==> config.mk <==
export PLATFORM = sky130hd
export DESIGN_NAME = wb_arbiter_flat
export DESIGN_NICKNAME = d
export VERILOG_FILES = /design/src/rtl/wb_arbiter_if.sv /design/src/rtl/wb_arbiter.sv /design/src/flat_wrapper.sv
export SDC_FILE = /design/constraint.sdc
export NUM_CORES = 1
export LEC_CHECK = 0
export CORE_MARGIN = 2
export CORE_UTILIZATION = 48
export CTS_CLUSTER_DIAMETER = 30
export DETAILED_ROUTE_END_ITERATION = 12
export PLACE_DENSITY = 0.8
export SETUP_SLACK_MARGIN = 0.5
export SYNTH_ARGS = -nofsm -noshare
export SYNTH_HDL_FRONTEND = slang
export SYNTH_SLANG_ARGS = --single-unit
==> constraint.sdc <==
create_clock -name clk_in -period 2.4 [get_ports clk_in]
set_clock_uncertainty 0.05 [all_clocks]
set_input_delay 0.48 -clock clk_in [delete_from_list [all_inputs] [get_ports clk_in]]
set_output_delay 0.48 -clock clk_in [all_outputs]
set_load 0.005 [all_outputs]
==> src/rtl/wb_arbiter_if.sv <==
// Writeback arbiter bus bundle: ALU and load result handshakes, issue scoreboard
// port, and the registered register-file write port.
interface wb_arbiter_if #(
  parameter int XLEN     = 32,
  parameter int AW       = 5,
  parameter int LQ_DEPTH = 4
);
  localparam int CW = $clog2(LQ_DEPTH) + 1;

  logic              alu_valid_in;
  logic              alu_ready_out;
  logic [AW-1:0]     alu_rd_addr_in;
  logic [XLEN-1:0]   alu_data_in;
  logic              ld_valid_in;
  logic              ld_ready_out;
  logic [AW-1:0]     ld_rd_addr_in;
  logic [XLEN-1:0]   ld_data_in;
  logic              issue_en_in;
  logic [AW-1:0]     issue_rd_in;
  logic [2**AW-1:0]  busy_out;
  logic              wr_en_out;
  logic [AW-1:0]     rd_addr_out;
  logic [XLEN-1:0]   rd_data_out;
  logic [CW-1:0]     lq_count_out;

  // Arbiter side: consumes results and issue info, drives the write port.
  modport slave (
    input  alu_valid_in, alu_rd_addr_in, alu_data_in,
    input  ld_valid_in, ld_rd_addr_in, ld_data_in,
    input  issue_en_in, issue_rd_in,
    output alu_ready_out, ld_ready_out, busy_out,
    output wr_en_out, rd_addr_out, rd_data_out, lq_count_out
  );

  // Environment side: producers, issue logic and register-file observer.
  modport master (
    output alu_valid_in, alu_rd_addr_in, alu_data_in,
    output ld_valid_in, ld_rd_addr_in, ld_data_in,
    output issue_en_in, issue_rd_in,
    input  alu_ready_out, ld_ready_out, busy_out,
    input  wr_en_out, rd_addr_out, rd_data_out, lq_count_out
  );
endinterface

==> src/rtl/wb_arbiter.sv <==
// Writeback arbiter: merges ALU results and FIFO-buffered load results onto the single
// register-file write port, and keeps the busy scoreboard. WB_STALL_CNT_EN adds a stall counter.
module wb_arbiter #(
  parameter int XLEN     = 32,
  parameter int AW       = 5,
  parameter int LQ_DEPTH = 4
) (
  input  logic        clk_in,
  input  logic        rst_n_in,
  wb_arbiter_if.slave bus
`ifdef WB_STALL_CNT_EN
  ,
  output logic [15:0] stall_cnt_out
`endif
);
  localparam int PW = $clog2(LQ_DEPTH);
  localparam int CW = PW + 1;
  localparam int NR = 2**AW;

  typedef struct packed {
    logic [AW-1:0]   rd;
    logic [XLEN-1:0] data;
  } lq_entry_t;

  lq_entry_t       mem_q [LQ_DEPTH];
  logic [PW-1:0]   wr_ptr_q, wr_ptr_d, rd_ptr_q, rd_ptr_d;
  logic [CW-1:0]   count_q, count_d;
  logic            wr_en_q, wr_en_d;
  logic [AW-1:0]   rd_addr_q, rd_addr_d;
  logic [XLEN-1:0] rd_data_q, rd_data_d;
  logic [NR-1:0]   busy_q, busy_d;

  logic      full, enq, deq, commit;
  lq_entry_t head, commit_e;

  assign full = (count_q == CW'(LQ_DEPTH));
  assign head = mem_q[rd_ptr_q];
  assign enq  = bus.ld_valid_in && !full;

  // Full FIFO forces the head out ahead of the ALU so loads cannot starve.
  // NOTE: every combinational output gets a default first, so no path infers a latch.
  always_comb begin
    deq      = 1'b0;
    commit   = 1'b0;
    commit_e = head;
    if (full) begin
      deq    = 1'b1;
      commit = 1'b1;
    end else if (bus.alu_valid_in) begin
      commit   = 1'b1;
      commit_e = '{rd: bus.alu_rd_addr_in, data: bus.alu_data_in};
    end else if (count_q != '0) begin
      deq    = 1'b1;
      commit = 1'b1;
    end
  end

  always_comb begin
    wr_ptr_d  = enq ? wr_ptr_q + PW'(1) : wr_ptr_q;
    rd_ptr_d  = deq ? rd_ptr_q + PW'(1) : rd_ptr_q;
    count_d   = count_q + CW'(enq) - CW'(deq);
    // x0 results are consumed but never reach the register file.
    wr_en_d   = commit && (commit_e.rd != '0);
    rd_addr_d = rd_addr_q;
    rd_data_d = rd_data_q;
    if (wr_en_d) begin
      rd_addr_d = commit_e.rd;
      rd_data_d = commit_e.data;
    end
    // Clear first, then set, so a same-cycle younger issue wins.
    busy_d = busy_q;
    if (wr_en_q)         busy_d[rd_addr_q]       = 1'b0;
    if (bus.issue_en_in) busy_d[bus.issue_rd_in] = 1'b1;
    busy_d[0] = 1'b0;
  end

  // NOTE: sequential state uses non-blocking assignments so all registers update together.
  always_ff @(posedge clk_in or negedge rst_n_in) begin
    if (!rst_n_in) begin
      wr_ptr_q  <= '0;
      rd_ptr_q  <= '0;
      count_q   <= '0;
      wr_en_q   <= 1'b0;
      rd_addr_q <= '0;
      rd_data_q <= '0;
      busy_q    <= '0;
    end else begin
      wr_ptr_q  <= wr_ptr_d;
      rd_ptr_q  <= rd_ptr_d;
      count_q   <= count_d;
      wr_en_q   <= wr_en_d;
      rd_addr_q <= rd_addr_d;
      rd_data_q <= rd_data_d;
      busy_q    <= busy_d;
    end
  end

  // NOTE: the storage array has no reset; occupancy alone decides which entries are valid.
  always_ff @(posedge clk_in) begin
    if (enq) mem_q[wr_ptr_q] <= '{rd: bus.ld_rd_addr_in, data: bus.ld_data_in};
  end

`ifdef WB_STALL_CNT_EN
  logic [15:0] stall_q, stall_d;

  always_comb begin
    stall_d = stall_q;
    if (bus.alu_valid_in && full && (stall_q != 16'hFFFF)) stall_d = stall_q + 16'd1;
  end

  always_ff @(posedge clk_in or negedge rst_n_in) begin
    if (!rst_n_in) stall_q <= '0;
    else           stall_q <= stall_d;
  end

  assign stall_cnt_out = stall_q;
`endif

  assign bus.alu_ready_out = !full;
  assign bus.ld_ready_out  = !full;
  assign bus.busy_out      = busy_q;
  assign bus.wr_en_out     = wr_en_q;
  assign bus.rd_addr_out   = rd_addr_q;
  assign bus.rd_data_out   = rd_data_q;
  assign bus.lq_count_out  = count_q;
endmodule

==> src/flat_wrapper.sv <==
// flat-port wrapper written by rule: the top's interface ports become plain ports
module wb_arbiter_flat 
#(
  parameter int XLEN     = 32,
  parameter int AW       = 5,
  parameter int LQ_DEPTH = 4
)
  (clk_in, rst_n_in, bus_alu_valid_in, bus_alu_rd_addr_in, bus_alu_data_in, bus_ld_valid_in, bus_ld_rd_addr_in, bus_ld_data_in, bus_issue_en_in, bus_issue_rd_in, bus_alu_ready_out, bus_ld_ready_out, bus_busy_out, bus_wr_en_out, bus_rd_addr_out, bus_rd_data_out, bus_lq_count_out);
  wb_arbiter_if #(.XLEN(XLEN), .AW(AW), .LQ_DEPTH(LQ_DEPTH)) bus_i ();
  input  logic clk_in;
  input  logic rst_n_in;
  input wire logic [$bits(bus_i.alu_valid_in)-1:0] bus_alu_valid_in;
  input wire logic [$bits(bus_i.alu_rd_addr_in)-1:0] bus_alu_rd_addr_in;
  input wire logic [$bits(bus_i.alu_data_in)-1:0] bus_alu_data_in;
  input wire logic [$bits(bus_i.ld_valid_in)-1:0] bus_ld_valid_in;
  input wire logic [$bits(bus_i.ld_rd_addr_in)-1:0] bus_ld_rd_addr_in;
  input wire logic [$bits(bus_i.ld_data_in)-1:0] bus_ld_data_in;
  input wire logic [$bits(bus_i.issue_en_in)-1:0] bus_issue_en_in;
  input wire logic [$bits(bus_i.issue_rd_in)-1:0] bus_issue_rd_in;
  output wire logic [$bits(bus_i.alu_ready_out)-1:0] bus_alu_ready_out;
  output wire logic [$bits(bus_i.ld_ready_out)-1:0] bus_ld_ready_out;
  output wire logic [$bits(bus_i.busy_out)-1:0] bus_busy_out;
  output wire logic [$bits(bus_i.wr_en_out)-1:0] bus_wr_en_out;
  output wire logic [$bits(bus_i.rd_addr_out)-1:0] bus_rd_addr_out;
  output wire logic [$bits(bus_i.rd_data_out)-1:0] bus_rd_data_out;
  output wire logic [$bits(bus_i.lq_count_out)-1:0] bus_lq_count_out;
  assign bus_i.alu_valid_in = bus_alu_valid_in;
  assign bus_i.alu_rd_addr_in = bus_alu_rd_addr_in;
  assign bus_i.alu_data_in = bus_alu_data_in;
  assign bus_i.ld_valid_in = bus_ld_valid_in;
  assign bus_i.ld_rd_addr_in = bus_ld_rd_addr_in;
  assign bus_i.ld_data_in = bus_ld_data_in;
  assign bus_i.issue_en_in = bus_issue_en_in;
  assign bus_i.issue_rd_in = bus_issue_rd_in;
  assign bus_alu_ready_out = bus_i.alu_ready_out;
  assign bus_ld_ready_out = bus_i.ld_ready_out;
  assign bus_busy_out = bus_i.busy_out;
  assign bus_wr_en_out = bus_i.wr_en_out;
  assign bus_rd_addr_out = bus_i.rd_addr_out;
  assign bus_rd_data_out = bus_i.rd_data_out;
  assign bus_lq_count_out = bus_i.lq_count_out;
  wb_arbiter #(.XLEN(XLEN), .AW(AW), .LQ_DEPTH(LQ_DEPTH)) u_core (.clk_in(clk_in), .rst_n_in(rst_n_in), .bus(bus_i));
endmodule
==> results of run 1 <==
worst paths after layout:
| check | depth (start not counted) | startpoint | to | slack, ps |
|---|---|---|---|---|
| min | 2 | rst_n_in | u_core.bus.rd_data_out[12]$_DFFE_PN0P_ | 370 |
| min reg2reg | 1 | u_core.bus.rd_data_out[2]$_DFFE_PN0P_ | u_core.bus.rd_data_out[2]$_DFFE_PN0P_ | 450 |
| min in group clk_in | 1 | u_core.bus.rd_data_out[2]$_DFFE_PN0P_ | u_core.bus.rd_data_out[2]$_DFFE_PN0P_ | 450 |
| max reg2reg | 7 | u_core.rd_ptr_q[0]$_DFFE_PN0N_ | u_core.bus.rd_data_out[29]$_DFFE_PN0P_ | 90 |
| max | 7 | u_core.rd_ptr_q[0]$_DFFE_PN0N_ | u_core.bus.rd_data_out[29]$_DFFE_PN0P_ | 90 |
| max in group asynchronous | 3 | rst_n_in | u_core.bus.busy_out[25]$_DFF_PN0_ | 1280 |
routing by layer:
layer	wire length, um	vias to the layer above	share of wire	track usage
li1	-	2393	-	-
met1	8080	2739	0.38	0.258
met2	10700	269	0.50	0.370
met5	0	-	0	0
met3	1900	52	0.090	0.0693
met4	511	0	0.024	0.0721
worst max-delay path, delay by kind of cell (launching register included):
kind / cells / cell delay (ps)
compound gates: 1 / 110
mux: 2 / 850
simple gates: 1 / 310
flops: 1 / 410
buf+inv: 3 / 460
sequential cells by signal, summed over array words and instances (netlist names):
name and count:
u_core.bus.rd_data_out 32, u_core.bus.wr_en_out 1, u_core.bus.rd_addr_out 5, u_core.bus.lq_count_out 3, u_core.rd_ptr_q 2, u_core.wr_ptr_q 2
u_core.mem_q 148, u_core.bus.busy_out 31
timing repair:
| action | CTS | global route |
|---|---|---|
| pin swaps | 4 | 5 |
| endpoints found under the setup margin | 84 | 111 |
| hold endpoints to repair | 11 | 0 |
| cloned | 0 | 1 |
| resized for setup | 59 | 33 |
| setup buffers | 25 | 5 |
| hold buffers | 1 | 0 |
power groups by stage:
stage	logic, mW	clock network, mW	registers (mW)
finish	5.65	5.39	5.91
floorplan	2.93	0	5.90
CTS	5.64	5.49	5.90
detailed placement	5.34	0	6.02
global placement	5.16	0	5.94
global route	6.07	5.67	6.01
cell type report:
| type | count | area share |
|---|---|---|
| Sequential cell | 224 | 0.499 |
| Multi-Input combinational cell | 231 | 0.204 |
| Timing Repair Buffer | 213 | 0.169 |
| Clock buffer | 42 | 0.0783 |
| Clock inverter | 26 | 0.0240 |
| Tap cell | 234 | 0.0230 |
| Inverter | 10 | 0.00295 |
| Antenna cell | 1 | 0.000197 |
logic make-up after synthesis:
family	synth area share
adder cells (fa/ha/maj)	0.0105
multiplexers	0.194
buffers and inverters	0.0171
AND/OR/NAND/NOR	0.0282
XOR/XNOR	0.00486
other	0.000416
flip-flops	0.704
AO/OA/AOI/OAI	0.0412
through the flow:
step | hold WS, ps | utilization
after floorplan | 134 | -
after global placement | 292 | 0.596
after detailed placement | 299 | 0.596
after CTS | 341 | 0.677
after global routing | 362 | 0.685
final | 369 | 0.685
cell usage in the layout (no fill, tap or decap), drive strengths merged, types with 4 or more instances in the layout:
cell	netlist	layout
mux2i	4	4
and3	4	4
nand2	5	5
edfxtp	148	148
clkdlybuf4s50	0	90
xnor2	4	4
clkinv	0	11
dlymetal6s2s	0	23
nand3	9	9
buf	15	55
nand3b	8	8
inv	10	18
mux2	68	68
ha	6	6
bufinv	0	4
or3b	4	4
dlygate4sd2	0	41
mux4	37	37
clkbuf	4	45
dfrtp	76	76
o21ai	63	63
==> impl_results.md, run 1 <==
- Outcome: complete, no violations
- Fin. max-slew vios: 0
- Total GRT Usage: 0.215
- Slowest-stage cell, CP: mux4_2
- Cells along the critical path: buf_6 > mux4_2 > nor4_4 > a211oi_4 > buf_6 > buf_12 > mux2_4
- Chip Height: 141 um
- Clock root buffer: clkbuf_16
- Post-Route WL: 21.2 mm
- Yosys top cell area share: 0.493
- Share of layout cells above drive strength 1: 0.345
- Vias: 5453
- Fin area: between 10000 and 15000 um^2
- IO Port Bufs: ~160
- List of most frequent post-synthesis cells: 148 x edfxtp_1, 76 x dfrtp_1, 63 x o21ai_0
- Gate count after technology mapping: ~480
- Register Area: between 6000 and 7000 um^2
- Req. time, crit path: 2730 ps
- Antenna violations before repair: 2
- # setup viols final: 0
- Comb power frac: 0.333
- Pwr dens: 1330 nW/um^2
- Clock Tree Buf Depth: 3
- Area contributors post-synth: edfxtp_1 49%, dfrtp_1 21%, mux4_2 8.7%
- CP Max Fanout: 14
- Dpl cells: a little under 900
- CTS Buf Count: 38
- Fmax: 433 MHz
- CTS H-Tree Depth: 2
- Clk network pwr share: 0.318
- GPL Wtd Cong: 0.867
- Mapped Nets: between 500 and 600
- Row count: 50
- Final worst-path cycle share: 0.961
- Die W: approximately 140 um
- Post-synth cell types: 33
- Max-cap violations: 0
- Final hold vios: 0
- Seq pwr share: 0.349
- HP Class: primary input to asynchronous set/reset pin
- Clk Latency, worst-skew pair: about 500 ps
- Switch share: 0.288
- Yosys warns: 0
- Post-synth EDFFs: 148
- Crit. End Element: flip-flop
- DRT Pass-1 Iters: 5
- Syn-to-layout area delta: 41.1%
- Async SR Flop Fraction: 0.339
- Pwr Total: roughly 17 mW
- DR iter-0 viols: between 200 and 300
- CTS clock-pin slew for the worst setup and hold paths: 50 ps
- Leakage: about 5.1 nW
- Starting Density: 0.485
- Final ANT Viol Nets: 0
- CTS tree: built
- Combined area of the multi-input logic cells: between 2000 and 3000 um^2
- Ys flop type: edfxtp_1
- CP dominant cell by count: buf_6
- CTS sink cnt: around 220
- Layout Cells excl Fill: around 1000
- Slowest stage delay, CP: 540 ps
- Count leader, synth: edfxtp_1
- Global route total overflow: 0
- Avg Inst Size Synth: approximately 19 um^2
- Vias in the first global route: between 5000 and 6000
- NumNets Final: about 810
- NetSw: about 5 mW
- Setup_tns: 0 ps
- Die area: approximately 20000 um^2
- Post-place instance area: about 11000 um^2
- Sequential-to-total area share from yosys stat: 0.704
- Largest net degree at the start of global routing: 38
- Critical path class: flip-flop to flip-flop
- Yosys reg bits: ~220
- Leading area contributor after synthesis: edfxtp_1
- WL/cell: between 20 and 25 um
- Final HPWL DP: approximately 13 mm
- Syn Std Cell Area: between 9000 and 10000 um^2
- Pre-CTS WS: -146 ps
- Final worst path period need: around 2300 ps
- RSZ-0062 raised after global routing: true
- Drt drc: 0
- I/O pin total: around 160
- Startpoint types: flip-flop
- First-pass GRT wire length: 32.5 mm
- CP arrival: approximately 2600 ps
- Fill cells: roughly 1200
- Internal power: 12.1 mW
- Drt via density: 5.56
- Final setup margin: roughly 93 ps
- VDD IR-drop max: approximately 0.00069 V
- Core area: between 15000 and 20000 um^2
Power figures use the tool's default switching activity.
==> inputs of run 2 (changes only) <==
- CORE_UTILIZATION: 48 -> 49
- CTS_BUF_LIST: not set -> sky130_fd_sc_hd__clkbuf_8
- PLACE_DENSITY: 0.8 -> 0.81
- REMOVE_ABC_BUFFERS: not set -> 1
==> run 2 against run 1 <==
Against the previous run:
- sequential power about the same
- clock power decreased by 36%
- cell area decreased by 4.7%
- routed wire length shrank 3.1%
- critical path depth increased by 2
- worst setup slack better by 3.3 ps
- highest routed layer unchanged
- fmax up 0.14%
- hold slack gained 51 ps
==> impl_results.md, run 2 (synthesis results as in run 1) <==
- Max-cap violations: 0 (unchanged)
- CTS Buf Count: 43 (was 38)
- Switch share: 0.302 (was 0.288)
- Vias in the first global route: 5829 (was 5943)
- Startpoint types: flip-flop (unchanged)
- Met2 WL post-DR: 10.1 mm (was 10.7 mm)
- Fin. max-slew vios: 0 (unchanged)
- Util after Layout: 0.673 (was 0.685)
- CTS sink cnt: 224 (unchanged)
- Most frequent cells in the layout: 148 x edfxtp_1, 82 x clkdlybuf4s50_1, 71 x dfrtp_1, 70 x dlygate4sd2_1, 63 x o21ai_0 (was 148 x edfxtp_1, 90 x clkdlybuf4s50_1, 70 x dfrtp_1, 63 x o21ai_0)
- WL met3: 1.58 mm (was 1.90 mm)
- Number of antenna repair diodes: 0 (was 1)
- Seq pwr share: 0.399 (was 0.349)
- Final HPWL DP: 13.0 mm (was 12.8 mm)
- Vias: 5371 (was 5453)
- IO Port Bufs: 157 (unchanged)
- Crit. End Element: flip-flop (unchanged)
- Chip Height: 140 um (was 141 um)
- Slowest-stage cell, CP: or3b_4 (was mux4_2)
- Setup_tns: 0 ps (unchanged)
- CTS tree: built (unchanged)
- Worst Path Buf+Inv: 2 (was 3)
- Largest net degree at the start of global routing: 38 (unchanged)
- Global route total overflow: 0 (unchanged)
- Met1 wire length: 8.43 mm (was 8.08 mm)
- Top reg by flops: u_core.mem_q (unchanged)
- I/O pin total: 159 (unchanged)
- First-pass GRT wire length: 32.5 mm (about the same)
- VDD IR-drop max: 0.000597 V (was 0.000687 V)
- Outcome: complete, no violations (unchanged)
- Drt drc: 0 (unchanged)
- Most common cell after layout, fill and taps aside: edfxtp_1 (unchanged)
- Fill cells: 1239 (was 1187)
- DR iter-0 viols: 301 (was 275)
- Core area: 18000 um^2 (was 18600 um^2)
- Die W: 140 um (was 141 um)
- Leakage: 4.72 nW (was 5.06 nW)
- NumNets Final: 812 (was 809)
- Crit path max-delay family: adder cells (was multiplexers)
- Drt via density: 5.48 (was 5.56)
- CTS clock-pin slew for the worst setup and hold paths: 60 ps (was 50 ps)
- Combined area of the multi-input logic cells: 2600 um^2 (was 2590 um^2)
- Slowest stage delay, CP: 420 ps (was 540 ps)
- HP Class: primary input to asynchronous set/reset pin (unchanged)
- Reg2reg setup slack: 100 ps (was 90 ps)
- DRT Pass-1 Iters: 5 (unchanged)
- Syn-to-layout area delta: 34.5% (was 41.1%)
- Final hold vios: 0 (unchanged)
- Final worst-path cycle share: 0.960 (was 0.961)
- CP Max Fanout: 4 (was 14)
- Register Area: 6350 um^2 (about the same)
- NetSw: 4.46 mW (was 4.89 mW)
- Row count: 49 (was 50)
- CP arrival: 2670 ps (was 2640 ps)
- Share of layout cells above drive strength 1: 0.328 (was 0.345)
- FF-to-FF End: u_core.bus.lq_count_out[2]$_DFF_PN0_ (was u_core.bus.rd_data_out[29]$_DFFE_PN0P_)
- Die area: 19500 um^2 (was 19900 um^2)
- CTS H-Tree Depth: 2 (unchanged)
- Req. time, crit path: 2770 ps (was 2730 ps)
- Final worst path period need: 2300 ps (was 2310 ps)
- Cells along the critical path: or3b_4 > buf_6 > a21oi_4 > ha_4 > inv_2 > ha_4 > fa_2 > xnor2_2 > xnor2_1 (was buf_6 > mux4_2 > nor4_4 > a211oi_4 > buf_6 > buf_12 > mux2_4)
- Max reg flops: 148 (unchanged)
- Total GRT Usage: 0.215 (about the same)
- Critical path class: flip-flop to flip-flop (unchanged)
- WL/cell: 20.9 um (was 21.6 um)
- Pwr dens: 1220 nW/um^2 (was 1330 nW/um^2)
- Top layer used by detailed routing: met4 (unchanged)
- Clk network pwr share: 0.233 (was 0.318)
- GPL Wtd Cong: 0.838 (was 0.867)
- Starting Density: 0.500 (was 0.485)
- CP dominant cell by count: ha_4 (was buf_6)
- Clock root buffer: clkbuf_8 (was clkbuf_16)
- Comb power frac: 0.368 (was 0.333)
- Post-Route WL: 20.5 mm (was 21.2 mm)
- Final ANT Viol Nets: 0 (unchanged)
- Antenna violations before repair: 0 (was 2)
- Fmax: 434 MHz (was 433 MHz)
- # setup viols final: 0 (unchanged)
- Internal power: 10.3 mW (was 12.1 mW)
- Clk Latency, worst-skew pair: 520 ps (was 500 ps)
- RR Startpoint: u_core.bus.lq_count_out[0]$_DFF_PN0_ (was u_core.rd_ptr_q[0]$_DFFE_PN0N_)
- Clock Tree Buf Depth: 3 (unchanged)
- RSZ-0062 raised after global routing: true (unchanged)
- Worst Reg-to-Reg Cells: 9 (was 7)
[run 2: cell types whose count changed in the layout (fill, tap and decap cells not counted), sizes merged, moves of 2 or more]
cell           before  now
buf                55   57
bufinv              4    1
clkbuf             45   48
clkdlybuf4s50      90   82
dlygate4sd2        41   70
dlymetal6s2s       23    0
inv                18   24
[run 2: worst max path at each step]
| stage | from | to | slack [ps] | cells past startpoint |
|---|---|---|---|---|
| floorplan | u_core.rd_ptr_q[0]$_DFFE_PN0N_ | u_core.bus.rd_data_out[16]$_DFFE_PN0P_ | -1930 | 4 |
| global placement | bus_alu_valid_in | u_core.bus.lq_count_out[2]$_DFF_PN0_ | -260 | 9 |
| detailed placement | bus_alu_valid_in | u_core.bus.lq_count_out[2]$_DFF_PN0_ | -370 | 9 |
| CTS | u_core.rd_ptr_q[0]$_DFFE_PN0N_ | u_core.bus.rd_data_out[11]$_DFFE_PN0P_ | 130 | 6 |
| global route | u_core.bus.lq_count_out[0]$_DFF_PN0_ | u_core.bus.lq_count_out[2]$_DFF_PN0_ | 50 | 9 |
| finish | u_core.bus.lq_count_out[0]$_DFF_PN0_ | u_core.bus.lq_count_out[2]$_DFF_PN0_ | 100 | 9 |
[run 2: routing by layer]
layer,vias to the layer above,track usage
li1,2381,-
met4,0,0.0726
met1,2694,0.287
met3,41,0.0509
met5,-,0
met2,255,0.351
[run 2: cell type report]
type | count | share of cell area
clock buffers | 47 | 0.0534
clock inverters | 29 | 0.0135
inverters | 10 | 0.00310
multi-input cells | 231 | 0.214
flip-flops and latches | 224 | 0.524
well taps | 229 | 0.0236
repair buffers | 211 | 0.168
[run 2: per-stage QoR]
stage	hold slack [ps]	worst slack (ps)	cells	power [mW]	area, um^2
2_1_floorplan	134	-1930	465	8.70	8900
3_3_place_gp	415	-257	877	11.1	11100
3_5_place_dp	423	-369	877	11.4	11100
4_1_cts	405	127	979	14.9	12100
5_1_grt	445	52.4	981	15.6	12100
6_report	420	96.5	981	14.8	12100
[run 2: repair_timing]
action	4_1_cts	5_1_grt
pin swaps	8	7
hold buffers	1	0
hold endpoints to repair	32	0
resized for setup	105	9
setup endpoints to repair	248	43
setup buffers	24	2
cloned	1	0
[run 2: power by group through the flow]
| stage | combinational [mW] | sequential (mW) | clock, mW |
|---|---|---|---|
| after floorplan | 2.57 | 6.13 | 0 |
| after global placement | 5.16 | 5.95 | 0 |
| after detailed placement | 5.32 | 6.03 | 0 |
| after CTS | 5.43 | 5.90 | 3.54 |
| after global routing | 5.87 | 6.02 | 3.72 |
| final | 5.45 | 5.90 | 3.45 |
